$ cat src/rtl/rv32i_ex_operand_stage.sv
`default_nettype none
// ============================================================================
// Module   : rv32i_ex_operand_stage
// Purpose  : ID/EX pipeline slot plus operand selection and forwarding for
//            rv32i_alu. A decoded instruction is accepted with a valid/ready
//            handshake. RAW hazards are resolved by forwarding from MEM (which
//            has priority) and then WB. A load-use hazard holds the slot for
//            one cycle. A flush discards the held instruction and any
//            instruction offered in the same cycle.
// Ports    : clk, rst_n                 clock, asynchronous active-low reset
//            flush_i                    discard held and incoming instruction
//            id_*_i / id_ready_o        decoded instruction handshake and fields
//            mem_*_i, wb_*_i            forwarding sources from MEM and WB
//            ex_valid_o / ex_ready_i    downstream handshake
//            alu_op_o/in1_o/in2_o       ALU operands
//            ex_store_data_o            forwarded rs2 (store data, branch compare)
//            ex_rd_addr_o/ex_rd_we_o    registered destination
// Revision : 1.0 - initial release
// ============================================================================
module rv32i_ex_operand_stage #(
  parameter int XLEN = 32,
  parameter int OPW  = 4
) (
  input  logic            clk,
  input  logic            rst_n,
  input  logic            flush_i,
  input  logic            id_valid_i,
  output logic            id_ready_o,
  input  logic [OPW-1:0]  id_op_i,
  input  logic [XLEN-1:0] id_pc_i,
  input  logic [XLEN-1:0] id_imm_i,
  input  logic [4:0]      id_rs1_addr_i,
  input  logic [4:0]      id_rs2_addr_i,
  input  logic [XLEN-1:0] id_rs1_data_i,
  input  logic [XLEN-1:0] id_rs2_data_i,
  input  logic            id_sel_pc_i,
  input  logic            id_sel_imm_i,
  input  logic [4:0]      id_rd_addr_i,
  input  logic            id_rd_we_i,
  input  logic [4:0]      mem_rd_addr_i,
  input  logic            mem_rd_we_i,
  input  logic            mem_is_load_i,
  input  logic [XLEN-1:0] mem_rd_data_i,
  input  logic [4:0]      wb_rd_addr_i,
  input  logic            wb_rd_we_i,
  input  logic [XLEN-1:0] wb_rd_data_i,
  output logic            ex_valid_o,
  input  logic            ex_ready_i,
  output logic [OPW-1:0]  alu_op_o,
  output logic [XLEN-1:0] alu_in1_o,
  output logic [XLEN-1:0] alu_in2_o,
  output logic [XLEN-1:0] ex_store_data_o,
  output logic [4:0]      ex_rd_addr_o,
  output logic            ex_rd_we_o
);

  localparam logic [4:0] c_X0 = 5'd0;

  // Registered slot
  logic            valid_q,    valid_d;
  logic [OPW-1:0]  op_q,       op_d;
  logic [XLEN-1:0] pc_q,       pc_d;
  logic [XLEN-1:0] imm_q,      imm_d;
  logic [4:0]      rs1_addr_q, rs1_addr_d;
  logic [4:0]      rs2_addr_q, rs2_addr_d;
  logic [XLEN-1:0] rs1_data_q, rs1_data_d;
  logic [XLEN-1:0] rs2_data_q, rs2_data_d;
  logic            sel_pc_q,   sel_pc_d;
  logic            sel_imm_q,  sel_imm_d;
  logic [4:0]      rd_addr_q,  rd_addr_d;
  logic            rd_we_q,    rd_we_d;

  logic            w_hazard;
  logic            w_fire_out;
  logic            w_accept;
  logic [XLEN-1:0] w_fwd1;
  logic [XLEN-1:0] w_fwd2;

  // Forwarding: a load in MEM has no data yet, so it is skipped here and the
  // hazard logic stalls instead. x0 always reads the captured regfile value.
  always_comb begin
    w_fwd1 = rs1_data_q;
    if (rs1_addr_q != c_X0) begin
      if (mem_rd_we_i && !mem_is_load_i && (mem_rd_addr_i == rs1_addr_q)) begin
        w_fwd1 = mem_rd_data_i;
      end else if (wb_rd_we_i && (wb_rd_addr_i == rs1_addr_q)) begin
        w_fwd1 = wb_rd_data_i;
      end
    end
  end

  always_comb begin
    w_fwd2 = rs2_data_q;
    if (rs2_addr_q != c_X0) begin
      if (mem_rd_we_i && !mem_is_load_i && (mem_rd_addr_i == rs2_addr_q)) begin
        w_fwd2 = mem_rd_data_i;
      end else if (wb_rd_we_i && (wb_rd_addr_i == rs2_addr_q)) begin
        w_fwd2 = wb_rd_data_i;
      end
    end
  end

  // rs1 only matters when in1 is not the PC. rs2 always matters because it
  // also feeds the store-data / branch-compare output even when in2 is imm.
  always_comb begin
    w_hazard = 1'b0;
    if (valid_q && mem_rd_we_i && mem_is_load_i && (mem_rd_addr_i != c_X0)) begin
      w_hazard = ((!sel_pc_q) && (mem_rd_addr_i == rs1_addr_q)) ||
                 (mem_rd_addr_i == rs2_addr_q);
    end
  end

  assign ex_valid_o = valid_q && !w_hazard;
  assign w_fire_out = ex_valid_o && ex_ready_i;
  assign id_ready_o = !flush_i && (!valid_q || w_fire_out);
  assign w_accept   = id_valid_i && id_ready_o;

  // Slot next state; flush has priority over accept (id_ready is already low).
  always_comb begin
    valid_d    = valid_q;
    op_d       = op_q;
    pc_d       = pc_q;
    imm_d      = imm_q;
    rs1_addr_d = rs1_addr_q;
    rs2_addr_d = rs2_addr_q;
    rs1_data_d = rs1_data_q;
    rs2_data_d = rs2_data_q;
    sel_pc_d   = sel_pc_q;
    sel_imm_d  = sel_imm_q;
    rd_addr_d  = rd_addr_q;
    rd_we_d    = rd_we_q;
    if (flush_i) begin
      valid_d = 1'b0;
    end else if (w_accept) begin
      valid_d    = 1'b1;
      op_d       = id_op_i;
      pc_d       = id_pc_i;
      imm_d      = id_imm_i;
      rs1_addr_d = id_rs1_addr_i;
      rs2_addr_d = id_rs2_addr_i;
      rs1_data_d = id_rs1_data_i;
      rs2_data_d = id_rs2_data_i;
      sel_pc_d   = id_sel_pc_i;
      sel_imm_d  = id_sel_imm_i;
      rd_addr_d  = id_rd_addr_i;
      rd_we_d    = id_rd_we_i;
    end else if (w_fire_out) begin
      valid_d = 1'b0;
    end
  end

  always_ff @(posedge clk or negedge rst_n) begin
    if (!rst_n) begin
      valid_q    <= 1'b0;
      op_q       <= '0;
      pc_q       <= '0;
      imm_q      <= '0;
      rs1_addr_q <= '0;
      rs2_addr_q <= '0;
      rs1_data_q <= '0;
      rs2_data_q <= '0;
      sel_pc_q   <= 1'b0;
      sel_imm_q  <= 1'b0;
      rd_addr_q  <= '0;
      rd_we_q    <= 1'b0;
    end else begin
      valid_q    <= valid_d;
      op_q       <= op_d;
      pc_q       <= pc_d;
      imm_q      <= imm_d;
      rs1_addr_q <= rs1_addr_d;
      rs2_addr_q <= rs2_addr_d;
      rs1_data_q <= rs1_data_d;
      rs2_data_q <= rs2_data_d;
      sel_pc_q   <= sel_pc_d;
      sel_imm_q  <= sel_imm_d;
      rd_addr_q  <= rd_addr_d;
      rd_we_q    <= rd_we_d;
    end
  end

  assign alu_op_o        = op_q;
  assign alu_in1_o       = sel_pc_q  ? pc_q  : w_fwd1;
  assign alu_in2_o       = sel_imm_q ? imm_q : w_fwd2;
  assign ex_store_data_o = w_fwd2;
  assign ex_rd_addr_o    = rd_addr_q;
  assign ex_rd_we_o      = rd_we_q;

endmodule
`default_nettype wire

$ cat config.mk
export PLATFORM = sky130hd
export DESIGN_NAME = rv32i_ex_operand_stage
export DESIGN_NICKNAME = d
export VERILOG_FILES = /design/src/rtl/rv32i_ex_operand_stage.sv
export SDC_FILE = /design/constraint.sdc
export NUM_CORES = 1
export LEC_CHECK = 0
export BUFFER_PORTS_ARGS = -buffer_cell sky130_fd_sc_hd__buf_2
export CAP_MARGIN = 20
export CORE_ASPECT_RATIO = 1.4
export CORE_UTILIZATION = 35
export CTS_BUF_LIST = sky130_fd_sc_hd__clkbuf_16
export CTS_CLUSTER_DIAMETER = 60
export DETAILED_ROUTE_END_ITERATION = 16
export SLEW_MARGIN = 10
export SYNTH_ARGS = -nofsm -noshare
export SYNTH_HDL_FRONTEND = slang
export SYNTH_SLANG_ARGS = --single-unit
export TNS_END_PERCENT = 100
$ cat constraint.sdc
create_clock -name clk -period 2.15 [get_ports clk]
set_input_delay 0.1075 -clock clk [delete_from_list [all_inputs] [get_ports clk]]
set_output_delay 0.1075 -clock clk [all_outputs]
set_load 0.005 [all_outputs]
Word-level counts from Yosys, hierarchy flattened
Index checks and enable logic that the tools add are counted.
{"block": "word_totals", "register_bits": 151, "latch_bits": 0, "ram_bits": 0, "rom_bits": 0, "inputBits": 232, "out_inout_bits": 108, "wordCells": 54, "memories": 0}
{"block": "op_classes", "add_sub_neg": 0, "mul": 0, "div_mod_pow": 0, "n_lt_le_gt_ge": 0, "eq_ne": 4, "shift": 0, "muxes": 12, "bitwise": 1, "reduce_logical": 25}
{"op": "$mux W32", "count": 8}
{"op": "$eq A5 B5 Y1", "count": 4}
{"op": "$reduce_bool A5 Y1", "count": 3}
{"op": "$logic_and A1 B1 Y1", "count": 13}
{"op": "$logic_not A1 Y1", "count": 5}
{"op": "$mux W1", "count": 4}
{"op": "$reduce_bool A3 Y1", "count": 1}
{"op": "$logic_or A1 B1 Y1", "count": 2}
{"op": "$reduce_and A2 Y1", "count": 1}
{"op": "$not A1 Y1", "count": 1}

Longest topological paths before layout
Gate-level depths: netlist (run 1).
{"block": "logic_depth", "ltp_word": 12, "mapped_depth": 9}

Worst setup path after synthesis (run 1)
No wires, ideal clock.
{"block": "synth_timing", "path_type": "reg2reg", "from": "register rs1_addr_q[3]", "to": "register op_q[2] (netlist: alu_op_o[2])", "setup_ns": 0.125, "t_arrival_ns": 2.175, "t_required_ns": 2.025, "setup_slack_ns": -0.150, "stages_incl_launch_ff": 10, "n_path_buf": 3, "path_cell_list": "dfrtp_1 xnor2_1 nand3_1 or4_4 nand3_2 o311a_1 buf_4 buf_12 buf_12 mux2_4"}
{"block": "synth_between", "elab_chain_len": 11}
{"element": "from (decl)", "line": "64", "text": "logic [4:0] rs1_addr_q, rs1_addr_d;"}
{"element": "from (signal assigned)", "line": "171", "text": "rs1_addr_q <= rs1_addr_d;"}
{"element": "$eq A5 B5 Y1", "line": "108", "text": "w_hazard = ((!sel_pc_q) && (mem_rd_addr_i == rs1_addr_q)) ||"}
{"element": "$logic_and A1 B1 Y1", "line": "108"}
{"element": "$logic_or A1 B1 Y1", "line": "108"}
{"element": "$mux W1", "line": "107", "text": "if (valid_q && mem_rd_we_i && mem_is_load_i && (mem_rd_addr_i != c_X0)) begin"}
{"element": "$logic_not A1 Y1", "line": "113", "text": "assign ex_valid_o = valid_q && !w_hazard;"}
{"element": "$logic_and A1 B1 Y1", "line": "113"}
{"element": "$logic_and A1 B1 Y1", "line": "114", "text": "assign w_fire_out = ex_valid_o && ex_ready_i;"}
{"element": "$logic_or A1 B1 Y1", "line": "115", "text": "assign id_ready_o = !flush_i && (!valid_q || w_fire_out);"}
{"element": "$logic_and A1 B1 Y1", "line": "115"}
{"element": "$logic_and A1 B1 Y1", "line": "116", "text": "assign w_accept = id_valid_i && id_ready_o;"}
{"element": "$reduce_and A2 Y1 (no source line)"}
{"element": "to (signal assigned)", "line": "168", "text": "op_q <= op_d;"}
{"element": "to (decl)", "line": "61", "text": "logic [OPW-1:0] op_q, op_d;"}
No other way between the ends.
A chain may end at the register's enable or synchronous reset.

Worst setup path in the final report (run 1)
{"block": "layout_timing", "from": "register rs1_addr_q[1]", "to": "output alu_in1_o[2]"}
{"block": "layout_between", "elab_chain_len": 6}
{"element": "$eq A5 B5 Y1", "line": "86", "text": "end else if (wb_rd_we_i && (wb_rd_addr_i == rs1_addr_q)) begin"}
{"element": "$logic_and A1 B1 Y1", "line": "86"}
{"element": "$mux W32", "line": "86"}
{"element": "$mux W32", "line": "84", "text": "if (mem_rd_we_i && !mem_is_load_i && (mem_rd_addr_i == rs1_addr_q)) begin"}
{"element": "$mux W32 (*)", "line": "83", "text": "if (rs1_addr_q != c_X0) begin"}
{"element": "$mux W32 (*)", "line": "183", "text": "assign alu_in1_o = sel_pc_q ? pc_q : w_fwd1;"}
{"element": "to (decl)", "line": "50", "text": "output logic [XLEN-1:0] alu_in1_o,"}
Every way passes the cells marked *; elsewhere a longest branch is shown, timed or not.

==> results of run 1 <==
## final cells by class
| cell class | instances | area, um^2 |
|---|---|---|
| sequential | 151 | 3780 |
| antenna | 1 | 2.50 |
| timing repair buffer | 633 | 5410 |
| inverter | 6 | 22.5 |
| clock inverter | 13 | 163 |
| clock buffer | 17 | 425 |
| fill | 1761 | 8450 |
| tap | 310 | 388 |
| multi-input combinational | 495 | 5410 |
## synth_stat cells, drive strengths merged
library cell | number | share of area (%)
or3 | 2 | 0.14
a221o | 62 | 7.2
o21a | 1 | 0.087
nand2 | 35 | 1.5
nor3b | 1 | 0.087
o22ai | 1 | 0.072
or2 | 2 | 0.14
dfrtp | 151 | 44
nor2 | 34 | 1.5
o32a | 1 | 0.12
o2bb2a | 1 | 0.12
inv | 6 | 0.26
or4 | 3 | 0.30
nand3 | 34 | 2.0
and3 | 2 | 0.14
xnor2 | 10 | 1.0
mux2i | 31 | 3.6
xor2 | 10 | 1.0
nor4 | 4 | 0.46
buf | 24 | 3.5
a21o | 31 | 2.7
a31oi | 1 | 0.072
a21oi | 59 | 3.4
nor3 | 3 | 0.17
o211ai | 2 | 0.17
a211oi | 5 | 0.43
nand2b | 1 | 0.072
clkbuf | 34 | 1.5
o21ai | 2 | 0.12
mux2 | 151 | 24
o311a | 1 | 0.12
nor2b | 4 | 0.29
## per-layer routing
metal	vias to the layer above	GRT usage [%]
met1	4413	33.3
met4	0	15.6
met3	146	6.24
met2	495	50.4
li1	3850	-
met5	-	0
## worst min-delay path, stage by stage
cell and delay (ns):
buf_2 0.07, inv_1 0.05, o21ai_2 0.14, a21oi_1 0.08
## sequential cells by signal, indices dropped and copies added, names as in the netlist
name          count
imm_q            32
valid_q           1
rs1_data_q       32
pc_q             32
rs2_data_q       32
alu_op_o          4
ex_rd_addr_o      5
sel_imm_q         1
rs1_addr_q        5
rs2_addr_q        5
sel_pc_q          1
ex_rd_we_o        1
## cell families after synthesis
kind of cell    share of synthesized area (%)
compound gates                           14.6
xor+xnor                                 2.03
buf+inv                                  5.20
flops                                    43.7
mux                                      27.6
simple gates                             6.85
## timing repair
| item | in CTS | in global routing |
|---|---|---|
| hold buffers | 153 | 0 |
| setup endpoints to repair | 246 | 248 |
| setup buffers | 40 | 22 |
| pin swaps | 24 | 41 |
| cloned | 17 | 8 |
| hold endpoints to repair | 198 | 0 |
| resized for setup | 159 | 171 |
## metrics by stage
stage               instance area, um^2  utilization, %  hold WS, ns  setup TNS (ns)
floorplan                          8650               -       -0.188          -16.14
global placement                  11000            45.9       0.0856          -41.38
detailed placement                11000            45.9       0.0882          -43.78
CTS                               14600            60.8       0.0469          -91.52
global route                      15600            64.9       0.0477         -111.48
finish                            15600            64.9       0.0481          -94.23
## power breakdown
group	total, mW	internal, mW	switching [mW]
registers	3.88	3.41	0.471
logic	4.75	2.83	1.92
clock network	3.12	1.90	1.22
total	11.8	8.14	3.61
## path summary, 6_finish.rpt
kind | startpoint | endpoint | slack (ns) | depth (start not counted)
max | rs1_addr_q[1] | alu_in1_o[2] | -0.73 | 11
min | ex_ready_i | valid_q | 0.05 | 4
max reg2reg | rs1_addr_q[1] | imm_q[11] | -0.31 | 9
min reg2reg | ex_rd_addr_o[1] | ex_rd_addr_o[1] | 0.50 | 1
max in group asynchronous | rst_n | rs1_addr_q[4] | 1.19 | 3
min in group asynchronous | rst_n | rs1_data_q[21] | 0.18 | 2
==> metrics.txt, run 1 <==
P per Cell Area 753 mW/mm^2; placed cell count 1,365; register area share after synthesis 43.7%; Clk Latency, worst-skew pair 0.44 ns; final wirelength 39,100 um; RSZ-0062 raised after global routing yes; endpoint class of the critical path output port; antenna violations before repair 1; Via Count 8,904; DRT iter0 DRCs 615; die area 0.0253 mm^2; clock-pin transition on the worst setup and hold timing paths 0.06 ns; Max Clock Freq 0.347 GHz; Post-Syn Area 0.00864 mm^2; Total GRT Usage 29.2%; Final Hold Viols 0; WL met1 15,000 um; largest net degree at the start of global routing 61; DR WL met3 2400 um; Initial Util 35.9%; Worst EP arrival 2.78 ns; Final Max Slew Viols 0; area delta synth->final 80.6%; Routed Antenna Nets 0; CTS max path bufs 2; Chip Width 135 um; Setup WS post-layout -0.734 ns; metal2 WL 19,900 um; crit-path leading delay family buffers and inverters; flip-flop and latch count after synthesis 151; Ports 340; hpwl dp 23,000 um; Finished Layout Cells 1,626; Chip Height 188 um; clock sinks 151; power consumption 11.8 mW; H-tree level count 4; most common cell after layout, fill and taps aside buf_2; CP Cell Sequence buf_6 -> xor2_2 -> nor4_2 -> and3_4 -> buf_4 -> o211ai_1 -> buf_6 -> buf_12 -> nor2_2 -> a221o_1 -> buf_2; syn_nets 941; final setup violation count 248; Syn Area/Cell 12.2 um^2; Tcrit/Tclk final 134%; WS Path Type flip-flop to output port; I/O Buffers 339; core area 0.0241 mm^2; Hold Path Class primary input to flip-flop; outcome finished, violations left; Worst Path Max Fanout 6; cells after synthesis 709; WP data required 2.04 ns; number of max-cap violations 0; vias per inst 5.48; drt first pass iters 5; VDD IR max 0.596 mV; Slowest-stage cell, CP dfrtp_1; clk_skew 0.00726 ns; startpoint types flip-flop; layout cells sized above 1 60.0%; pre-CTS setup slack -0.359 ns; clock root cell clkbuf_16; gp weighted congestion 0.910; total grt overflow 0; Slew @ Worst Pin 0.611 ns; WP buf/inv 5; Residual DRC 0; # rows 67; Netlist cell types 39; Min Clock Period, post-route 2.88 ns; Leak 7.41 nW; vias in the first global route 9,358; highest metal used met4; failing checks setup timing; CTS Buf Count 17; nets 1,536; Syn. warnings 0; CTS tree done; Relative slew margins 59.2%; first-pass GRT wire length 54,400 um; cell mode on critical path buf_6; WL/cell 24.1 um; max incr delay on CP 0.43 ns; most frequent cells in the layout buf_2, dlygate4sd3_1, mux2_4, dfrtp_1, a221o_1
(Power assumes the default switching activity.)
==> run 2, diff against run 1 <==
SLEW_MARGIN = 40   (was 10)
clock period = 3.4 ns   (was 2.15 ns; I/O delays follow)
==> run 2 against run 1 <==
  * The run now ends clean
  * Largest cell class is now multi-input combinational cells
  * First-iteration DRC count fell by 41%
  * Largest power group is now registers
  * Sequential share of layout area rose by 5.5 points
  * Critical endpoint is now alu_in2_o[27]
  * Non-clock buffer count fell by 126
  * Sequential power fell by 37%
  * Clock-buffer cell count did not move
==> metrics.txt, run 2 (same netlist as run 1, synthesis figures left out) <==
Slew @ Worst Pin 0.808 ns (was 0.611 ns); placed cell count 1,316 (was 1,365); WP data required 3.23 ns (was 2.04 ns); outcome finished clean (was finished, violations left); number of max-cap violations 0 (unchanged); Multi-input gate area 0.00447 mm^2 (was 0.00541 mm^2); drt first pass iters 5 (unchanged); most frequent cells in the layout buf_2, dlygate4sd3_1, dfrtp_1, mux2_4, a221o_1 (was buf_2, dlygate4sd3_1, mux2_4, dfrtp_1, a221o_1); total grt overflow 0 (unchanged); RSZ-0062 raised after global routing no (was yes); CTS Buf Count 17 (unchanged); met1 usage 27.5% (was 33.3%); Routed Antenna Nets 0 (unchanged); Relative slew margins 46.2% (was 59.2%); clk_skew 0.00876 ns (was 0.00726 ns); Worst Path Max Fanout 32 (was 6); core area 0.0241 mm^2 (unchanged); Hold Path Class primary input to flip-flop (unchanged); clock-pin transition on the worst setup and hold timing paths 0.06 ns (about the same); Storage cell area 0.00378 mm^2 (about the same); Total GRT Usage 24.4% (was 29.2%); Chip Width 135 um (unchanged); # rows 67 (unchanged); worst reg2reg path depth 7 (was 9); Final Hold Viols 0 (unchanged); Clk Latency, worst-skew pair 0.44 ns (about the same); Finished Layout Cells 1,502 (was 1,626); Leak 6.10 nW (was 7.41 nW); clock sinks 151 (unchanged); I/O Buffers 339 (unchanged); largest net degree at the start of global routing 84 (was 61); CTS max path bufs 2 (unchanged); min-delay src id_valid_i (was ex_ready_i); clock root cell clkbuf_16 (unchanged); die area 0.0253 mm^2 (unchanged); DRT iter0 DRCs 362 (was 615); Chip Height 188 um (unchanged); area delta synth->final 47.3% (was 80.6%); Final Max Slew Viols 0 (unchanged); busiest layer in global routing met2 (unchanged); antenna violations before repair 2 (was 1); layout cells sized above 1 46.3% (was 60.0%); final core utilization 52.9% (was 64.9%); Residual DRC 0 (unchanged); Crit. Startpoint rs2_addr_q[2] (was rs1_addr_q[1]); VDD IR max 0.349 mV (was 0.596 mV); Ports 340 (unchanged); WL/cell 20.5 um (was 24.1 um); Reg2Reg Launch Point rs1_addr_q[3] (was rs1_addr_q[1]); Via Count 7,900 (was 8,904); vias in the first global route 8,464 (was 9,358); Max Clock Freq 0.322 GHz; Global Route met3 Usage 4.73% (was 6.24%); CTS tree done (unchanged); Hold Crit Depth 3 (was 4); # Post-CTS Setup Buffers 0 (was 40); endpoint class of the critical path output port (unchanged); final setup violation count 0 (was 248); most common cell after layout, fill and taps aside buf_2 (unchanged); vias per inst 5.26 (was 5.48); H-tree level count 4 (unchanged); hpwl dp 21,000 um (was 23,000 um); Setup TNS 0 ns (was -94.23 ns); WS Path Type flip-flop to output port (unchanged); Tcrit/Tclk final 91.2%; Fill cells 2,104 (was 1,761); Min Clock Period, post-route 3.10 ns; P per Cell Area 525 mW/mm^2 (was 753 mW/mm^2); first-pass GRT wire length 46,800 um (was 54,400 um); met2 GRT Util 42.4% (was 50.4%); gp weighted congestion 0.941 (was 0.910); Worst EP arrival 2.93 ns (was 2.78 ns); final wirelength 30,800 um (was 39,100 um); nets 1,409 (was 1,536); Initial Util 35.9% (unchanged); startpoint types flip-flop (unchanged)
## run 2: cell types whose count changed in the layout (fill, tap and decap cells not counted), sizes merged, moves of 4 or more
cell      change
clkinvlp      +4
clkbuf        -7
buf         -118
clkinv        -4
## run 2: worst paths after layout
kind | endpoint | slack [ns]
max reg2reg | imm_q[27] | 0.79
min in group asynchronous | rs1_data_q[4] | 0.35
min reg2reg | imm_q[31] | 0.51
min | valid_q | 0.04
max in group asynchronous | imm_q[19] | 2.18
max | alu_in2_o[27] | 0.30
## run 2: what timing repair did
action | 4_1_cts | 5_1_grt
hold buffers | 152 | 0
endpoints found under the hold margin | 233 | 0
resized for setup | 0 | 0
## run 2: critical path: stages, from the launching register on
cell	delay [ns]
dfrtp_1	0.54
xnor2_1	0.16
nand2_1	0.12
or3_2	0.85
nand3_1	0.25
a21oi_1	0.11
a221o_1	0.33
buf_2	0.14
## run 2: cell type report
class	instances	share of cell area [%]
inverter	6	0.177
antenna	2	0.0393
timing repair buffer	507	26.9
sequential	151	29.7
clock inverter	15	1.65
tap	310	3.05
multi-input combinational	494	35.1
clock buffer	17	3.34
## run 2: power breakdown
part	internal, mW	total [mW]	switching (mW)
sequential	2.15	2.45	0.297
combinational	1.26	2.16	0.898
clock	1.29	2.08	0.788
total	4.70	6.68	1.98
## run 2: layer usage
metal,up-vias,wire [um]
li1,3581,-
met1,3810,11800
met2,403,15600
met5,-,0
met3,106,1820
met4,0,1500
## run 2: per-stage QoR
step	instance area [um^2]	total power, mW	hold slack, ns	worst slack, ns
after detailed placement	10600	4.47	0.282	0.766
after floorplan	8640	3.62	-0.126	1.10
after CTS	12700	6.72	0.0109	0.290
final	12700	6.68	0.0397	0.298
after global placement	10500	4.43	0.286	0.786
after global routing	12700	6.99	0.0398	0.203
